`src/rtl/mem_access_pkg.sv`:
```
// Shared encodings for the memory-access stage.
//  - byte_sel codes (none/byte/halfword/word) and load sign selection
//  - FSM state type for mem_access
//  - alignment check used to qualify a request before it is accepted
package mem_access_pkg;

    // Access width selection, as driven by execute on byte_sel_i.
    localparam logic [1:0] SlNone     = 2'd0;
    localparam logic [1:0] SlByte     = 2'd1;
    localparam logic [1:0] SlHalfword = 2'd2;
    localparam logic [1:0] SlWord     = 2'd3;

    // Load extension selection, as driven by execute on un_sign_i.
    localparam logic Signed   = 1'b0;
    localparam logic Unsigned = 1'b1;

    localparam int unsigned BeWidth = 4;

    typedef enum logic [1:0] {
        MaIdle = 2'd0,
        MaBusy = 2'd1,
        MaResp = 2'd2
    } ma_state_e;

    // Byte accesses are always aligned; wider accesses must sit on their natural boundary.
    function automatic logic is_aligned(input logic [1:0] sel, input logic [1:0] addr_lo);
        logic ok;
        case (sel)
            SlHalfword: ok = ~addr_lo[0];
            SlWord:     ok = (addr_lo == 2'b00);
            default:    ok = 1'b1;
        endcase
        return ok;
    endfunction

endpackage

```
`src/rtl/mem_access_align.sv`:
```
// Combinational lane logic for the memory-access stage.
//  addr_lo_i     byte offset within the word
//  byte_sel_i    access width code
//  un_sign_i     load extension select (0 = sign-extend, 1 = zero-extend)
//  store_data_i  raw store data (rs2)
//  load_data_i   raw word returned by the bus
//  be_o          byte enables for the access (loads and stores alike)
//  wdata_o       store data replicated across all lanes
//  rdata_o       load data shifted down to bit 0 and extended
module mem_access_align
    import mem_access_pkg::*;
(
    input  logic [1:0]         addr_lo_i,
    input  logic [1:0]         byte_sel_i,
    input  logic               un_sign_i,
    input  logic [31:0]        store_data_i,
    input  logic [31:0]        load_data_i,
    output logic [BeWidth-1:0] be_o,
    output logic [31:0]        wdata_o,
    output logic [31:0]        rdata_o
);

    logic [31:0] shifted;

    always_comb begin
        be_o    = '0;
        wdata_o = '0;
        rdata_o = '0;
        shifted = load_data_i >> {addr_lo_i, 3'b000};
        case (byte_sel_i)
            SlByte: begin
                be_o    = 4'b0001 << addr_lo_i;
                wdata_o = {4{store_data_i[7:0]}};
                rdata_o = (un_sign_i == Unsigned) ? {24'b0, shifted[7:0]}
                                                  : {{24{shifted[7]}}, shifted[7:0]};
            end
            SlHalfword: begin
                be_o    = 4'b0011 << addr_lo_i;
                wdata_o = {2{store_data_i[15:0]}};
                rdata_o = (un_sign_i == Unsigned) ? {16'b0, shifted[15:0]}
                                                  : {{16{shifted[15]}}, shifted[15:0]};
            end
            SlWord: begin
                be_o    = 4'hF;
                wdata_o = store_data_i;
                rdata_o = shifted;
            end
            default: ;
        endcase
    end

endmodule

```
`src/rtl/mem_access.sv`:
```
// Memory stage: turns one load/store request from execute into one data-bus transaction.
//  clk, rst                    clock and asynchronous active-high reset
//  mem_re_i/mem_raddr_i        load request and byte address
//  mem_we_i/mem_waddr_i        store request and byte address (store wins over load)
//  mem_wdata_i                 store data
//  byte_sel_i, un_sign_i       access width and load extension
//  rd_waddr_i                  load destination register
//  bus_*                       single-outstanding data bus (req held until ready)
//  stall_o                     hold upstream stages while a transaction is in flight
//  rd_we_o/rd_waddr_o/rd_wdata_o  load writeback, one cycle after the bus completes
//  misalign_o                  one-cycle pulse: misaligned request dropped
//  bus_err_o                   one-cycle pulse: access aborted after TIMEOUT req cycles
module mem_access
    import mem_access_pkg::*;
#(
    parameter int unsigned TIMEOUT = 255
) (
    input  logic               clk,
    input  logic               rst,
    input  logic               mem_re_i,
    input  logic [31:0]        mem_raddr_i,
    input  logic               mem_we_i,
    input  logic [31:0]        mem_waddr_i,
    input  logic [31:0]        mem_wdata_i,
    input  logic [1:0]         byte_sel_i,
    input  logic               un_sign_i,
    input  logic [4:0]         rd_waddr_i,
    output logic               bus_req_o,
    output logic               bus_we_o,
    output logic [31:0]        bus_addr_o,
    output logic [BeWidth-1:0] bus_be_o,
    output logic [31:0]        bus_wdata_o,
    input  logic               bus_ready_i,
    input  logic [31:0]        bus_rdata_i,
    output logic               stall_o,
    output logic               rd_we_o,
    output logic [4:0]         rd_waddr_o,
    output logic [31:0]        rd_wdata_o,
    output logic               misalign_o,
    output logic               bus_err_o
);

    localparam int unsigned CntW = $clog2(TIMEOUT + 1);
    // Last req cycle that may still see ready before the access is abandoned.
    localparam logic [CntW-1:0] CntLast = CntW'(TIMEOUT - 1);

    ma_state_e       state_q, state_d;
    logic [31:0]     addr_q, addr_d;
    logic [31:0]     wdata_q, wdata_d;
    logic [31:0]     rdata_q, rdata_d;
    logic [1:0]      sel_q, sel_d;
    logic            sign_q, sign_d;
    logic [4:0]      rd_q, rd_d;
    logic            we_q, we_d;
    logic [CntW-1:0] cnt_q, cnt_d;
    logic            misalign_q, misalign_d;
    logic            err_q, err_d;

    logic [31:0]        req_addr;
    logic               req_any;
    logic               req_sized;
    logic               req_aligned;
    logic               start;
    logic               busy;
    logic               resp_load;
    logic [BeWidth-1:0] align_be;
    logic [31:0]        align_wdata;
    logic [31:0]        align_rdata;

    // Request qualification
    assign req_any     = mem_we_i | mem_re_i;
    assign req_addr    = mem_we_i ? mem_waddr_i : mem_raddr_i;
    assign req_sized   = (byte_sel_i != SlNone);
    assign req_aligned = is_aligned(byte_sel_i, req_addr[1:0]);
    assign start       = req_any & req_sized & req_aligned;

    // Next-state and latches
    always_comb begin
        state_d    = state_q;
        addr_d     = addr_q;
        wdata_d    = wdata_q;
        rdata_d    = rdata_q;
        sel_d      = sel_q;
        sign_d     = sign_q;
        rd_d       = rd_q;
        we_d       = we_q;
        cnt_d      = cnt_q;
        misalign_d = 1'b0;
        err_d      = 1'b0;
        stall_o    = 1'b0;

        case (state_q)
            MaIdle: begin
                cnt_d = '0;
                // Gated by rst so every output reads 0 while reset is held.
                stall_o = start & ~rst;
                if (start) begin
                    addr_d  = req_addr;
                    wdata_d = mem_wdata_i;
                    sel_d   = byte_sel_i;
                    sign_d  = un_sign_i;
                    rd_d    = rd_waddr_i;
                    we_d    = mem_we_i;
                    state_d = MaBusy;
                end else if (req_any && req_sized) begin
                    misalign_d = 1'b1;
                end
            end
            MaBusy: begin
                stall_o = 1'b1;
                if (bus_ready_i) begin
                    rdata_d = bus_rdata_i;
                    state_d = MaResp;
                end else if (cnt_q == CntLast) begin
                    err_d   = 1'b1;
                    cnt_d   = '0;
                    state_d = MaIdle;
                end else begin
                    cnt_d = cnt_q + 1'b1;
                end
            end
            MaResp: begin
                state_d = MaIdle;
            end
            default: begin
                state_d = MaIdle;
            end
        endcase
    end

    always_ff @(posedge clk or posedge rst) begin
        if (rst) begin
            state_q    <= MaIdle;
            addr_q     <= '0;
            wdata_q    <= '0;
            rdata_q    <= '0;
            sel_q      <= SlNone;
            sign_q     <= Signed;
            rd_q       <= '0;
            we_q       <= 1'b0;
            cnt_q      <= '0;
            misalign_q <= 1'b0;
            err_q      <= 1'b0;
        end else begin
            state_q    <= state_d;
            addr_q     <= addr_d;
            wdata_q    <= wdata_d;
            rdata_q    <= rdata_d;
            sel_q      <= sel_d;
            sign_q     <= sign_d;
            rd_q       <= rd_d;
            we_q       <= we_d;
            cnt_q      <= cnt_d;
            misalign_q <= misalign_d;
            err_q      <= err_d;
        end
    end

    mem_access_align u_align (
        .addr_lo_i    (addr_q[1:0]),
        .byte_sel_i   (sel_q),
        .un_sign_i    (sign_q),
        .store_data_i (wdata_q),
        .load_data_i  (rdata_q),
        .be_o         (align_be),
        .wdata_o      (align_wdata),
        .rdata_o      (align_rdata)
    );

    // Bus side is driven from latched values only while BUSY, so req falls with rst.
    assign busy      = (state_q == MaBusy);
    assign resp_load = (state_q == MaResp) & ~we_q;

    assign bus_req_o   = busy;
    assign bus_we_o    = busy & we_q;
    assign bus_addr_o  = busy ? {addr_q[31:2], 2'b00} : 32'b0;
    assign bus_be_o    = busy ? align_be : '0;
    assign bus_wdata_o = (busy & we_q) ? align_wdata : 32'b0;

    // x0 is hardwired; suppress the strobe but still complete the bus read.
    assign rd_we_o    = resp_load & (rd_q != 5'd0);
    assign rd_waddr_o = resp_load ? rd_q : 5'd0;
    assign rd_wdata_o = resp_load ? align_rdata : 32'b0;

    assign misalign_o = misalign_q;
    assign bus_err_o  = err_q;

endmodule

```
`config.mk`:
```
export PLATFORM = sky130hd
export DESIGN_NAME = mem_access
export DESIGN_NICKNAME = d
export VERILOG_FILES = /design/src/rtl/mem_access_pkg.sv /design/src/rtl/mem_access_align.sv /design/src/rtl/mem_access.sv
export SDC_FILE = /design/constraint.sdc
export NUM_CORES = 1
export LEC_CHECK = 0
export CORE_ASPECT_RATIO = 0.9
export CORE_MARGIN = 4
export CORE_UTILIZATION = 46
export CTS_CLUSTER_DIAMETER = 50
export DETAILED_ROUTE_END_ITERATION = 16
export PLACE_DENSITY = 0.8
export RECOVER_POWER = 25
export SYNTH_ARGS = -nofsm -noshare
export SYNTH_HDL_FRONTEND = slang
export SYNTH_HIERARCHICAL = 1
export SYNTH_SLANG_ARGS = --single-unit
```
`constraint.sdc`:
```
create_clock -name clk -period 5.18 [get_ports clk]
set_clock_uncertainty 0.1 [all_clocks]
set_input_delay 1.036 -clock clk [delete_from_list [all_inputs] [get_ports clk]]
set_output_delay 1.036 -clock clk [all_outputs]
set_load 0.02 [all_outputs]
```
# Yosys cells after proc, flatten, opt, wreduce, memory -nomap -nowiden
# Cells that the tools add are included.
dict set report totals {
  ff_bits 117
  elab_cells 72
  inputBits 141
}
dict set report classes {
  n_shift 3
  bitwise 10
  n_reduce_logical 10
  n_eq_ne 11
  mux 26
  add_sub_neg 1
}
# op n
set ops {}
lappend ops {{32-bit two-way mux} 6}
lappend ops {{32-bit case mux with 3 select lines} 2}
lappend ops {{32-bit by 5-bit >> shifter with 32-bit output} 1}
lappend ops {{8-bit two-way mux} 2}
lappend ops {{8-bit case mux with 2 select lines} 1}
lappend ops {{4-bit case mux with 3 select lines} 1}
lappend ops {{2-bit == test, second input constant} 5}
lappend ops {{8-bit by 1-bit adder with 8-bit output, second input constant} 1}
lappend ops {{8-bit == test, second input constant} 1}
lappend ops {{2-bit AND reduction} 4}
lappend ops {{1-bit bitwise AND} 6}
lappend ops {{1-bit two-way mux} 6}
lappend ops {{2-bit two-way mux} 3}
lappend ops {{5-bit two-way mux} 1}
lappend ops {{5-bit nonzero test} 1}
lappend ops {{2-bit by 1-bit == test with 1-bit output, second input constant} 2}
lappend ops {{2-bit logical NOT} 2}
lappend ops {{4-bit two-way mux} 1}
lappend ops {{2-bit inequality test, second input constant} 2}
lappend ops {{1-bit case mux with 2 select lines} 2}
lappend ops {{2-bit case mux with 2 select lines} 1}
lappend ops {{2-bit nonzero test} 2}
lappend ops {{1-bit by 2-bit << shifter with 4-bit output, first input constant} 1}
lappend ops {{2-bit by 2-bit << shifter with 4-bit output, first input constant} 1}
lappend ops {{4 further kinds} 6}

# Depth between registers and ports, before layout
dict set report logic_depth {
  depth_word 6
  depth_mapped 9
  depth_no_buf 7
}

# Hierarchy
# Netlist, hierarchy kept.
# module cells_each area_per_inst_um2 seq_area_each_um2 n_inst
set by_module_without_submodules {}
lappend by_module_without_submodules {mem_access 499 5659.2 2927.8 1}
lappend by_module_without_submodules {mem_access_align 210 1391.3 0.0 1}

# Worst setup path after synthesis
# No wires, ideal clock.
dict set report synth_path {
  path_type {input to output}
  startpoint {input mem_we_i}
  endpoint {output stall_o}
  cell_stages 5
  setup_slack_ns 1.531
  required_ns 4.044
  arrival_time_ns 2.513
  path_cell_list {buf_2 -> mux2_4 -> a211oi_4 -> nand2_1 -> o31ai_1}
}
dict set report synth_via {
  elab_chain_cells 6
}
# element line_no
set synth_lines {}
lappend synth_lines {{start: declaration} mem_access.sv:22} ;# input logic mem_we_i,
lappend synth_lines {{32-bit two-way mux} mem_access.sv:72} ;# assign req_addr = mem_we_i ? mem_waddr_i : mem_raddr_i;
lappend synth_lines {{2-bit logical NOT / 1-bit inverter (equally long branches)} {mem_access_pkg.sv:30, mem_access_pkg.sv:29}}
lappend synth_lines {{1-bit case mux with 2 select lines} mem_access_pkg.sv:28} ;# case (sel)
lappend synth_lines {{1-bit bitwise AND *} mem_access.sv:75} ;# assign start = req_any & req_sized & req_aligned;
lappend synth_lines {{1-bit bitwise AND *} mem_access.sv:96} ;# stall_o = start & ~rst;
lappend synth_lines {{1-bit case mux with 2 select lines *} mem_access.sv:92} ;# case (state_q)
lappend synth_lines {{end: declaration} mem_access.sv:35} ;# output logic stall_o,
# Every way passes the cells marked *; elsewhere a longest branch is shown, timed or not.

# Worst setup path in the final report
dict set report layout_path {
  startpoint {register sel_q[0]}
  endpoint {output rd_wdata_o[7]}
}
dict set report layout_via {
  elab_chain_cells 3
}
# element line_no
set layout_lines {}
lappend layout_lines {{start: declaration} mem_access.sv:51} ;# logic [1:0] sel_q, sel_d;
lappend layout_lines {{start signal: assignment} mem_access.sv:137} ;# sel_q <= SlNone;
lappend layout_lines {{start signal: assignment} mem_access.sv:149} ;# sel_q <= sel_d;
lappend layout_lines {{2-bit == test / 2-bit by 1-bit == test with 1-bit output (equally long branches)} mem_access_align.sv:30} ;# case (byte_sel_i)
lappend layout_lines {{32-bit case mux with 3 select lines *} mem_access_align.sv:30}
lappend layout_lines {{via align_rdata[7]} mem_access.sv:68} ;# logic [31:0] align_rdata;
lappend layout_lines {{32-bit two-way mux *} mem_access.sv:183} ;# assign rd_wdata_o = resp_load ? align_rdata : 32'b0;
lappend layout_lines {{end: declaration} mem_access.sv:38} ;# output logic [31:0] rd_wdata_o,
# Mark *: on every way through the listed nets, which the timed path passes. The rest lies on a longest branch.

==> flow_summary.yaml <==
setup_path:
  end_kind: "output port"
  critPathKind: "register to output port"
  cp-start-kind: "register"
  r2r-start: "state_q[1]"
  worstPathCellList: "inv_1, ha_1, or2_1, nor2_2, nor2_1, and3_1, and2_1, clkdlybuf4s50_1"
  crit_arrival_ps: 3420
  slowest_stage: "clkdlybuf4s50_1"
  crit_required_ps: 4040
  critPathLaunch: "sel_q[0]"
  crit_fanout: 11
  slowest_delay_ps: 610
global_route:
  grt_pass1_wl_mm: 34.1
  grt_use_met2_pct: 39.0
  grt_pass1_vias: 6211
  busiest_layer: "met2"
  grt_use_met3_pct: 7.98
  grtUsageMet1_pct: 31.5
  antenna_found_initial: 1
  grt_max_degree: 71
  grt-ovfl-total: 0
  grt.total_usage_pct: 24.4
clock_network:
  cts_sinks: 117
  clock_latency_ps: 410
  cts_buffers: 17
  cts_buffer_depth: 2
  holdBufCountCts: 0
  clkSlewWorstSetupHoldPaths_ps: 50
  cts_tree: "built"
  cts_resized: 0
  cts_setup_buffers: 0
  clockRootBuffer: "clkbuf_16"
  htree_levels: 4
detailed_routing:
  routed_wl_mm: 21.4
  drt_pass1_iterations: 5
  drc: 0
  viasPerCell: 5.54
  antenna_left: 0
  vias: 6331
  drtIter0Drc: 551
  wl_per_cell_um: 18.8
power:
  p_switching_uw: 2030
  p_per_area_nw_per_um2: 523
  switching_share_pct: 38.2
  power_frac_clock_pct: 23.0
  power.internal_uw: 3300
  ir_drop_uv: 394
  p_leak_uw: 0.00423
  comb_power_share_pct: 45.2
  p_total_uw: 5330
  p_seq_share_pct: 31.8
yosys:
  synth_warnings: 6
  synthDistinctLibCells: 57
  syn_inst: 709
  synth_area_um2: 7050
  syn_area_per_cell_um2: 9.94
  ys_seq_elements: 117
  synth_edf_count: 0
  ys.flop_type: "dfrtp_1"
  synthArstFlopShare_pct: 100
  seq_area_frac_synth_pct: 41.5
final_layout:
  final_common_cell: "clkdlybuf4s50_1"
  syn_to_final_growth_pct: 44.5
  drive_above_1_share_pct: 15.3
  n_fill_cell: 1172
  final_nets: 1079
  final_area_um2: 10200
  ff_latch_area_um2: 2930
  multi_input_area_um2: 3770
  layout_common_cells: "246 x clkdlybuf4s50_1, 117 x dfrtp_1, 84 x a21oi_1"
  final_util_pct: 68.5
timing:
  period_share_pct: 87.9
  timing.final.ws_setup_ps: 628
  rsz0062_at_grt: "no"
  setup-violations-final: 0
  worst_pin_slew_ps: 2620
  finalSetupTns_ps: 0
  max_freq_mhz: 220
  slew_headroom_pct: -75.7
  period_needed_ps: 4550
  drv_slew: 96
  finalHoldViolations: 0
hold_path:
  min_from: "wdata_q[21]"
  hold_class: "register to register"
placed_design:
  dpl-instance-area_um2: 9590
  gp_congestion: 0.858
  port_buffers: 249
  dp_slack_ps: 911
  hpwl_mm: 15.2
die:
  die_x_um: 139
  die_area_um2: 17400
  core_um2: 14900
  die_y_um: 125
  ios: 252
  row_count: 42
  initial_utilization_pct: 47.4
status:
  violations: "capacitance limit, slew limit"
  outcome: "finished, violations left"
flow_run:
  maxCapViolCount: 2
==> worst max-delay path: cells and delay by family, from the launching register on <==
family | cells | cell delay (ps)
adders and majority gates | 1 | 460
buffers and inverters | 2 | 740
DFF | 1 | 420
and+or+nand+nor | 5 | 1390
==> per-layer routing <==
| layer | routed length [µm] | vias to the layer above |
|---|---|---|
| met5 | 0 | - |
| met4 | 480 | 0 |
| met3 | 1800 | 30 |
| met2 | 10300 | 289 |
| met1 | 8860 | 3050 |
| li1 | - | 2962 |
==> per-stage QoR <==
stage	instances	hold slack, ps
2_1_floorplan	710	365
3_3_place_gp	1110	384
3_5_place_dp	1110	397
4_1_cts	1142	410
5_1_grt	1143	427
6_report	1143	408
==> final cells by class <==
type	instances	share of cell area [%]
multi-input cells	521	37.0
flip-flops and latches	117	28.7
repair buffers	262	25.3
clock buffers	22	4.56
well taps	198	2.43
clock inverters	10	1.50
inverters	12	0.454
diodes	1	0.0246
==> synthesized netlist by cell type (8+ instances only) <==
cell type,number,area (µm²)
a21oi_1,84,420
and2_1,81,507
o21ai_0,10,50.1
nor2_1,47,176
inv_1,11,41.3
a222oi_1,8,80.1
a21oi_2,10,87.6
clkbuf_1,37,139
buf_4,8,60.1
and3_1,34,213
mux2_2,77,867
nand2_1,30,113
mux2i_1,47,470
a22oi_1,16,120
buf_6,8,90.1
dfrtp_1,117,2930
==> registers in the layout, indices dropped and copies added (netlist names) <==
name / count
addr_q: 32
rdata_q: 32
wdata_q: 32
cnt_q: 8
rd_q: 5
sel_q: 2
state_q: 2
bus_err_o: 1
misalign_o: 1
sign_q: 1
we_q: 1
==> cell families after synthesis <==
logic type,count (synthesis),synth area share [%]
other,1,0.0532
muxes,127,19.5
and+or+nand+nor,221,17.0
DFF,117,41.5
xor gates and xnor gates,1,0.124
adders and majority gates,7,1.24
AOI/OAI and AO/OA,163,15.4
buffers and inverters,72,5.16
==> final timing paths <==
kind / to / slack [ps] / depth (start not counted)
worst max-delay path: rd_wdata_o[7] / 630 / 8
worst min-delay path: wdata_q[21] / 410 / 1
worst max register to register: rdata_q[1] / 2050 / 6
worst min register to register: wdata_q[21] / 410 / 1
max in group asynchronous: wdata_q[13] / 900 / 3
min in group asynchronous: addr_q[15] / 1770 / 2
==> power by group through the flow <==
stage	logic (µW)	clock network, µW	registers [µW]
2_1_floorplan	1720	0	1530
3_3_place_gp	2340	0	1680
3_5_place_dp	2380	0	1690
4_1_cts	2410	1250	1690
5_1_grt	2640	1300	1750
6_report	2410	1230	1690
(Power assumes the default switching activity.)
